[src/rtl/ssd_sched_pkg.sv]
// Shared types for the two-digit 7-segment display scheduler.
package ssd_sched_pkg;

   localparam int num_req = 2;

   typedef enum logic [0:0] {
      ARB  = 1'b0,
      SHOW = 1'b1
   } state_t;

   typedef struct packed {
      logic [3:0] left;
      logic [3:0] right;
   } disp_t;

   // Round-robin pointer only breaks ties; a lone requester always wins.
   function automatic logic pick_winner(input logic [num_req-1:0] valid,
                                        input logic               rr);
      if (valid == 2'b11) begin
         return rr;
      end
      return valid[1];
   endfunction

endpackage

[src/rtl/ssd_display_sched_if.sv]
// Requester-side valid/ready bundle for the display scheduler.
interface ssd_display_sched_if;
   import ssd_sched_pkg::*;

   logic [num_req-1:0]   valid_i;
   logic [num_req*8-1:0] value_i;
   logic [num_req-1:0]   ready_o;

   modport master (output valid_i, output value_i, input ready_o);
   modport slave  (input valid_i, input value_i, output ready_o);

endinterface

[src/rtl/ssd_prescaler.sv]
// Free-running digit-select generator: half-period counter, select toggle,
// one refresh tick per select 1->0 edge and a pulse on every select change.
module ssd_prescaler #(
   parameter int clk_freq_hz = 12000000,
   parameter int refresh_hz  = 50
) (
   input  logic clk_i,
   input  logic reset_i,
   output logic digit_sel_o,
   output logic tick_o,
   output logic edge_o
);

   localparam int HALF_CYCLES = clk_freq_hz / (2 * refresh_hz);
   localparam int CNT_W       = (HALF_CYCLES > 1) ? $clog2(HALF_CYCLES) : 1;
   localparam logic [CNT_W-1:0] CNT_MAX = CNT_W'(HALF_CYCLES - 1);

   logic [CNT_W-1:0] cnt_q, cnt_d;
   logic             sel_q, sel_d;
   logic             tick_q, tick_d;
   logic             edge_q, edge_d;
   logic             wrap;

   assign wrap = (cnt_q == CNT_MAX);

   always_comb begin
      cnt_d  = wrap ? '0 : cnt_q + 1'b1;
      sel_d  = sel_q ^ wrap;
      tick_d = wrap & sel_q;
      edge_d = wrap;
   end

   always_ff @(posedge clk_i) begin
      if (reset_i) begin
         cnt_q  <= '0;
         sel_q  <= 1'b0;
         tick_q <= 1'b0;
         edge_q <= 1'b0;
      end else begin
         cnt_q  <= cnt_d;
         sel_q  <= sel_d;
         tick_q <= tick_d;
         edge_q <= edge_d;
      end
   end

   assign digit_sel_o = sel_q;
   assign tick_o      = tick_q;
   assign edge_o      = edge_q;

endmodule

[src/rtl/ssd_display_sched.sv]
// Round-robin display scheduler for the two-digit 7-segment PMOD.
// Optional anti-ghost blanking at select edges: define SSD_DEADTIME_EN.
module ssd_display_sched
   import ssd_sched_pkg::*;
#(
   parameter int clk_freq_hz     = 12000000,
   parameter int refresh_hz      = 50,
   parameter int hold_refreshes  = 25,
   parameter int deadtime_cycles = 2
) (
   input  logic                 clk_i,
   input  logic                 reset_i,
   ssd_display_sched_if.slave   req,
   output logic                 digit_sel_o,
   output logic [3:0]           left_digit_o,
   output logic [3:0]           right_digit_o,
   output logic                 owner_o,
   output logic                 blank_o
);

   localparam int HOLD_W = (hold_refreshes > 1) ? $clog2(hold_refreshes) : 1;
   localparam logic [HOLD_W-1:0] HOLD_LOAD = HOLD_W'(hold_refreshes - 1);

   logic                tick;
   logic                sel_edge;

   state_t              state_q, state_d;
   logic                rr_q, rr_d;
   logic [HOLD_W-1:0]   hold_q, hold_d;
   disp_t               disp_q, disp_d;
   logic                owner_q, owner_d;
   logic [num_req-1:0]  ready;
   logic                winner;

   ssd_prescaler #(
      .clk_freq_hz (clk_freq_hz),
      .refresh_hz  (refresh_hz)
   ) u_prescaler (
      .clk_i       (clk_i),
      .reset_i     (reset_i),
      .digit_sel_o (digit_sel_o),
      .tick_o      (tick),
      .edge_o      (sel_edge)
   );

   always_comb begin
      state_d = state_q;
      rr_d    = rr_q;
      hold_d  = hold_q;
      disp_d  = disp_q;
      owner_d = owner_q;
      ready   = '0;
      winner  = pick_winner(req.valid_i, rr_q);
      unique case (state_q)
         ARB: begin
            if (|req.valid_i) begin
               ready[winner] = 1'b1;
               disp_d        = disp_t'(winner ? req.value_i[15:8] : req.value_i[7:0]);
               owner_d       = winner;
               rr_d          = ~winner;
               hold_d        = HOLD_LOAD;
               state_d       = SHOW;
            end
         end
         SHOW: begin
            // Hold is counted in whole refreshes, so only ticks advance it.
            if (tick) begin
               if (hold_q == '0) begin
                  state_d = ARB;
               end else begin
                  hold_d = hold_q - 1'b1;
               end
            end
         end
      endcase
   end

   always_ff @(posedge clk_i) begin
      if (reset_i) begin
         state_q <= ARB;
         rr_q    <= 1'b0;
         hold_q  <= '0;
         disp_q  <= '0;
         owner_q <= 1'b0;
      end else begin
         state_q <= state_d;
         rr_q    <= rr_d;
         hold_q  <= hold_d;
         disp_q  <= disp_d;
         owner_q <= owner_d;
      end
   end

   assign req.ready_o   = ready;
   assign left_digit_o  = disp_q.left;
   assign right_digit_o = disp_q.right;
   assign owner_o       = owner_q;

`ifdef SSD_DEADTIME_EN
   localparam int DT_W = (deadtime_cycles > 1) ? $clog2(deadtime_cycles) : 1;
   localparam logic [DT_W-1:0] DT_LOAD = DT_W'((deadtime_cycles > 0) ? deadtime_cycles - 1 : 0);

   logic [DT_W-1:0] dt_q, dt_d;

   // The edge cycle itself is blanked; the counter covers the remaining cycles.
   always_comb begin
      dt_d = dt_q;
      if (sel_edge) begin
         dt_d = DT_LOAD;
      end else if (dt_q != '0) begin
         dt_d = dt_q - 1'b1;
      end
   end

   always_ff @(posedge clk_i) begin
      if (reset_i) begin
         dt_q <= '0;
      end else begin
         dt_q <= dt_d;
      end
   end

   assign blank_o = (deadtime_cycles > 0) && (sel_edge || (dt_q != '0));
`else
   localparam int unused_deadtime = deadtime_cycles;
   logic unused_edge;
   assign unused_edge = sel_edge;
   assign blank_o     = 1'b0;
`endif

endmodule

[src/flat_wrapper.sv]
// flat-port wrapper written by rule: the top's interface ports become plain ports
module ssd_display_sched_flat import ssd_sched_pkg::*;
#(
   parameter int clk_freq_hz     = 12000000,
   parameter int refresh_hz      = 50,
   parameter int hold_refreshes  = 25,
   parameter int deadtime_cycles = 2
)
  (clk_i, reset_i, digit_sel_o, left_digit_o, right_digit_o, owner_o, blank_o, req_valid_i, req_value_i, req_ready_o);
  ssd_display_sched_if req_i ();
  input  logic clk_i;
  input  logic reset_i;
  output logic digit_sel_o;
  output logic [3:0] left_digit_o;
  output logic [3:0] right_digit_o;
  output logic owner_o;
  output logic blank_o;
  input wire logic [$bits(req_i.valid_i)-1:0] req_valid_i;
  input wire logic [$bits(req_i.value_i)-1:0] req_value_i;
  output wire logic [$bits(req_i.ready_o)-1:0] req_ready_o;
  assign req_i.valid_i = req_valid_i;
  assign req_i.value_i = req_value_i;
  assign req_ready_o = req_i.ready_o;
  ssd_display_sched #(.clk_freq_hz(clk_freq_hz), .refresh_hz(refresh_hz), .hold_refreshes(hold_refreshes), .deadtime_cycles(deadtime_cycles)) u_core (.clk_i(clk_i), .reset_i(reset_i), .req(req_i), .digit_sel_o(digit_sel_o), .left_digit_o(left_digit_o), .right_digit_o(right_digit_o), .owner_o(owner_o), .blank_o(blank_o));
endmodule
[config.mk]
export PLATFORM = sky130hd
export DESIGN_NAME = ssd_display_sched_flat
export DESIGN_NICKNAME = d
export VERILOG_FILES = /design/src/rtl/ssd_sched_pkg.sv /design/src/rtl/ssd_display_sched_if.sv /design/src/rtl/ssd_prescaler.sv /design/src/rtl/ssd_display_sched.sv /design/src/flat_wrapper.sv
export SDC_FILE = /design/constraint.sdc
export NUM_CORES = 1
export LEC_CHECK = 0
export ABC_AREA = 1
export CAP_MARGIN = 10
export CELL_PAD_IN_SITES_DETAIL_PLACEMENT = 0
export CELL_PAD_IN_SITES_GLOBAL_PLACEMENT = 1
export CORE_UTILIZATION = 30
export CTS_CLUSTER_DIAMETER = 150
export CTS_CLUSTER_SIZE = 30
export DETAILED_ROUTE_END_ITERATION = 10
export PLACE_DENSITY_LB_ADDON = 0.25
export SYNTH_ARGS = -nofsm -noshare
export SYNTH_HDL_FRONTEND = slang
export SYNTH_HIERARCHICAL = 1
export SYNTH_SLANG_ARGS = --single-unit
[constraint.sdc]
create_clock -name clk_i -period 1.5 [get_ports clk_i]
set_input_delay 0.3 -clock clk_i [delete_from_list [all_inputs] [get_ports clk_i]]
set_output_delay 0.3 -clock clk_i [all_outputs]
set_load 0.05 [all_outputs]
Word level (Yosys, flattened, before mapping) --
Index checks and enable logic that the tools add are counted.
Storage, ports and cells: flip-flop bits (word level) 35, input bits 20, output and inout port bits 13
Operators by class: add/subtract/negate cells 2, order comparisons 2, eq/ne operators 5, multiplexer cells 16, bitwise operators 4, reduce and logical (&&, ||, !) cells 6
Operator list (number):
- adder 17 x 1 -> 17 bit (second input constant) | 1
- == test 17 bit (second input constant) | 1
- 2-to-1 mux 5 bit | 3
- one-hot mux 5 bit (2 select lines) | 1
- 2-to-1 mux 8 bit | 1
- 2-to-1 mux 1 bit | 7
- logical NOT 5 bit | 1
- subtractor 5 x 1 -> 5 bit (second input constant) | 1
- 2-to-1 mux 2 bit | 2
- inequality test 2 bit (second input constant) | 2
- OR reduction 2 bit | 2
- AND reduction 3 bit | 1
- == test 2 bit (second input constant) | 1
- < comparator 1 x 2 -> 1 bit (second input constant) | 1
- inequality test 2 x 1 -> 1 bit (second input constant) | 1
- inverter 1 bit | 2
- one-hot mux 1 bit (2 select lines) | 1
- AND reduction 2 bit | 1
- bitwise AND 1 bit | 1
- demux 1 bit (select 1 bit) | 1
- greater-or-equal comparator 1 bit (second input constant) | 1
- logical AND 1 bit | 1
- bitwise XOR 1 bit | 1

Longest topological paths before layout --
depth after elaboration 9, mapped depth 8

By module --
The synthesis kept the hierarchy.
Modules (own cells, without submodules):
- ssd_prescaler | times used 1, cells each 142, area each 996.0 sq um, sequential area each 400.4 sq um
- ssd_display_sched | times used 1, cells each 133, area each 848.3 sq um, sequential area each 320.3 sq um

Worst setup path after synthesis --
OpenSTA, ideal clock, no wires.
path kind reg2out, start register u_core.state_q, end output port req_ready_o[0], arrival 1.017 ns, slack 0.183 ns, cell stages (with the launch flop) 5, path buffers 1, cells stage by stage dfxtp_1 nor2_2 buf_4 nand2_1 inv_1
Between the ends: word-level cells in the longest chain between the ends 1
Ends and longest elaborated chain:
- from (decl) | RTL line ssd_display_sched.sv:27 | state_t state_q, state_d;
- from (signal assigned) | RTL line ssd_display_sched.sv:86 | state_q <= state_d;
- 2-to-1 mux 2 bit | RTL line ssd_display_sched.sv:54 | unique case (state_q)
- to (decl) | RTL line flat_wrapper.sv:20 | output wire logic [$bits(req_i.ready_o)-1:0] req_ready_o;
No other way between the ends.

Worst setup path after layout --
start register u_core.rr_q, end output port req_ready_o[0]
Between the ends: word-level cells in the longest chain between the ends 8
Ends and longest elaborated chain:
- from (decl) | RTL line ssd_display_sched.sv:28 | logic rr_q, rr_d;
- from (signal assigned) | RTL line ssd_display_sched.sv:87 | rr_q <= rr_d;
- 2-to-1 mux 1 bit (*) | RTL line ssd_sched_pkg.sv:19 | if (valid == 2'b11) begin
- 2-to-1 mux 1 bit (*) | RTL line ssd_sched_pkg.sv:22 | return valid[1];
- < comparator 1 x 2 -> 1 bit (implied by the code) / greater-or-equal comparator 1 bit (equally long branches) | RTL line ssd_display_sched.sv:57 | ready[winner] = 1'b1;
- logical AND 1 bit (implied by the code) | RTL line ssd_display_sched.sv:57
- 2-to-1 mux 1 bit (implied by the code) | RTL line ssd_display_sched.sv:57
- demux 1 bit (select 1 bit) (*)
- 2-to-1 mux 2 bit (*) | RTL line ssd_display_sched.sv:56 | if (|req.valid_i) begin
- 2-to-1 mux 2 bit (*) | RTL line ssd_display_sched.sv:54
Every way passes the cells marked *; elsewhere a longest branch is shown, timed or not. The select of a mux whose other input is x is not followed.

==> flow_metrics.tcl <==
set metrics [dict create \
    status "finished, final reports clean" \
    kind_of_critical_path "reg2out" \
    clock_path_buffers 2 \
    layout_common_cells "68 x sky130_fd_sc_hd__nand2_1, 39 x sky130_fd_sc_hd__inv_1, 37 x sky130_fd_sc_hd__nor2_1" \
    antenna_left 0 \
    cp_data_required_time_ns 1.20 \
    synth.net_count 296 \
    routed_vias 1751 \
    cap_viol_max_count 0 \
    chipHeight_microns 79.82 \
    synth_cells 273 \
    timing.final.crit_period_ns 1.417 \
    grt_max_degree 18 \
    layout_worst_path_cycle_share 0.9446 \
    drt-wirelength-per-cell_microns 10.88 \
    layout_setup_ws_ns 0.08307 \
    placement.io_buffers 31 \
    grt_util_all_layers 0.1547 \
    instances_no_fill 391 \
    number_of_inserted_diodes 0 \
    vdd.ir_drop.worst_mv 0.4154 \
    route.detailed.drc 0 \
    coreArea_sq_um 5675 \
    grt_antenna_before_repair 0 \
    report.final.setup_viol 0 \
    drive_above_1_share 0.1755 \
    critical_path.startpoint_type "register" \
    power.leakage_nw 1.045 \
    grt_use_met2 0.2368 \
    critical_path_peak_fanout 4 \
    clk_transition_reported_paths_ns 0.08 \
    grt-busiest-layer "met2" \
    number_of_global_route_vias_before_repair 1736 \
    route.detailed.vias_per_inst 4.478 \
    groute.layer.met1.usage 0.2115 \
    cts-htree-levels 2 \
    hp-class "reg2reg" \
    detail_route.wirelength_microns 4254 \
    gp_routability_congestion 0.7197 \
    cts_num_sinks 35 \
    final.setup_skew_ns 0.004667 \
    unrepaired_setup_endpoints_after_global_routing "no" \
    maxClockFrequency_mhz 705.8 \
    worst-endpoint-arrival_ns 1.12 \
    cts_tree "yes" \
    syn2layout_area_growth_pct 37.05 \
    std_cell_rows 27 \
    synth.yosys.warnings 6 \
    overall_power_of_the_completed_layout_mw 2.192 \
    floorplan_die_area_sq_um 6371 \
    syn_avg_cell_area_sq_um 6.655 \
    cts-buffers-inserted 5 \
    post_cts_hold_buffer_count 0 \
    n_fill_cell 601 \
    setup_total_negative_slack_ns 0 \
    fin_util 0.4387 \
    nets 341 \
    drt_first_pass_iters 5 \
    clock_latency_ns 0.29 \
    placed_cells 382 \
    dp.final_hpwl_microns 3167 \
    power.density_nw_per_um2 880.2 \
    gr_overflow_total 0 \
    initialDrtViolationCount 103 \
    layout.cells.most_common "sky130_fd_sc_hd__nand2_1" \
    setup.worst_path.end_class "primary output" \
    post-place-ws_ns -0.1447 \
    die_width_microns 79.82 \
    grt_first_pass_wirelength_microns 7659 \
    io_pins 33 \
    initial_core_util 0.3201 \
    final-max-slew-violation-count 0 \
    clock_tree_root "sky130_fd_sc_hd__clkbuf_8" \
    hold_viol 0 \
    mappedNetlistArea_sq_um 1817 \
    grt_util_met3 0.03543 \
]
==> worst paths after layout <==
path,startpoint,endpoint,slack [ns],depth (start not counted)
max,u_core/rr_q,req_ready_o[0],0.08,6
min,u_core/u_prescaler/cnt_q[0],u_core/u_prescaler/cnt_q[0],0.45,1
max reg2reg,u_core/u_prescaler/cnt_q[0],u_core/u_prescaler/digit_sel_o,0.11,6
min reg2reg,u_core/u_prescaler/cnt_q[0],u_core/u_prescaler/cnt_q[0],0.45,1
==> per-stage QoR <==
stage                     cell area, sq um  hold slack [ns]
after floorplan                       1817           0.3712
after global placement                2377           0.4341
after detailed placement              2377           0.4410
after CTS                             2471           0.4536
after global routing                  2490           0.4808
final                                 2490           0.4510
==> layout make-up <==
type / count / area [sq um] / area share
clock buffers: 5 / 68.82 / 0.02764
clock inverters: 3 / 15.01 / 0.006030
inverters: 44 / 165.2 / 0.06633
multi-input cells: 188 / 923.4 / 0.3709
flip-flops and latches: 35 / 701.9 / 0.2819
well taps: 72 / 90.09 / 0.03618
repair buffers: 44 / 525.5 / 0.2111
==> critical path, stage by stage, from the launching register on <==
cell,delay (ns)
sky130_fd_sc_hd__dfxtp_1,0.32
sky130_fd_sc_hd__inv_1,0.06
sky130_fd_sc_hd__nand2_1,0.06
sky130_fd_sc_hd__nand2_2,0.12
sky130_fd_sc_hd__nand2_2,0.08
sky130_fd_sc_hd__inv_2,0.07
sky130_fd_sc_hd__buf_12,0.13
==> sequential cells by signal, indices dropped and copies added (netlist names) <==
name                            cells
u_core/hold_q                       5
u_core/left_digit_o                 4
u_core/owner_o                      1
u_core/right_digit_o                4
u_core/rr_q                         1
u_core/state_q                      1
u_core/u_prescaler/cnt_q           17
u_core/u_prescaler/digit_sel_o      1
u_core/u_prescaler/tick_o           1
==> report_power, final <==
group	internal, mW	switching [mW]
sequential	0.976	0.0459
clock	0.318	0.355
combinational	0.237	0.260
==> layer usage <==
metal,share of wire,vias to the layer above
li1,-,933
met1,0.53,779
met2,0.42,32
met3,0.043,7
met4,0.013,0
met5,0,-
==> repair_timing <==
action | in CTS | in global routing
endpoints found under the hold margin | 0 | 0
resized for setup | 5 | 4
setup buffers | 1 | 0
setup endpoints to repair | 2 | 11
pin swaps | 2 | 0
Power figures use the tool's default switching activity.
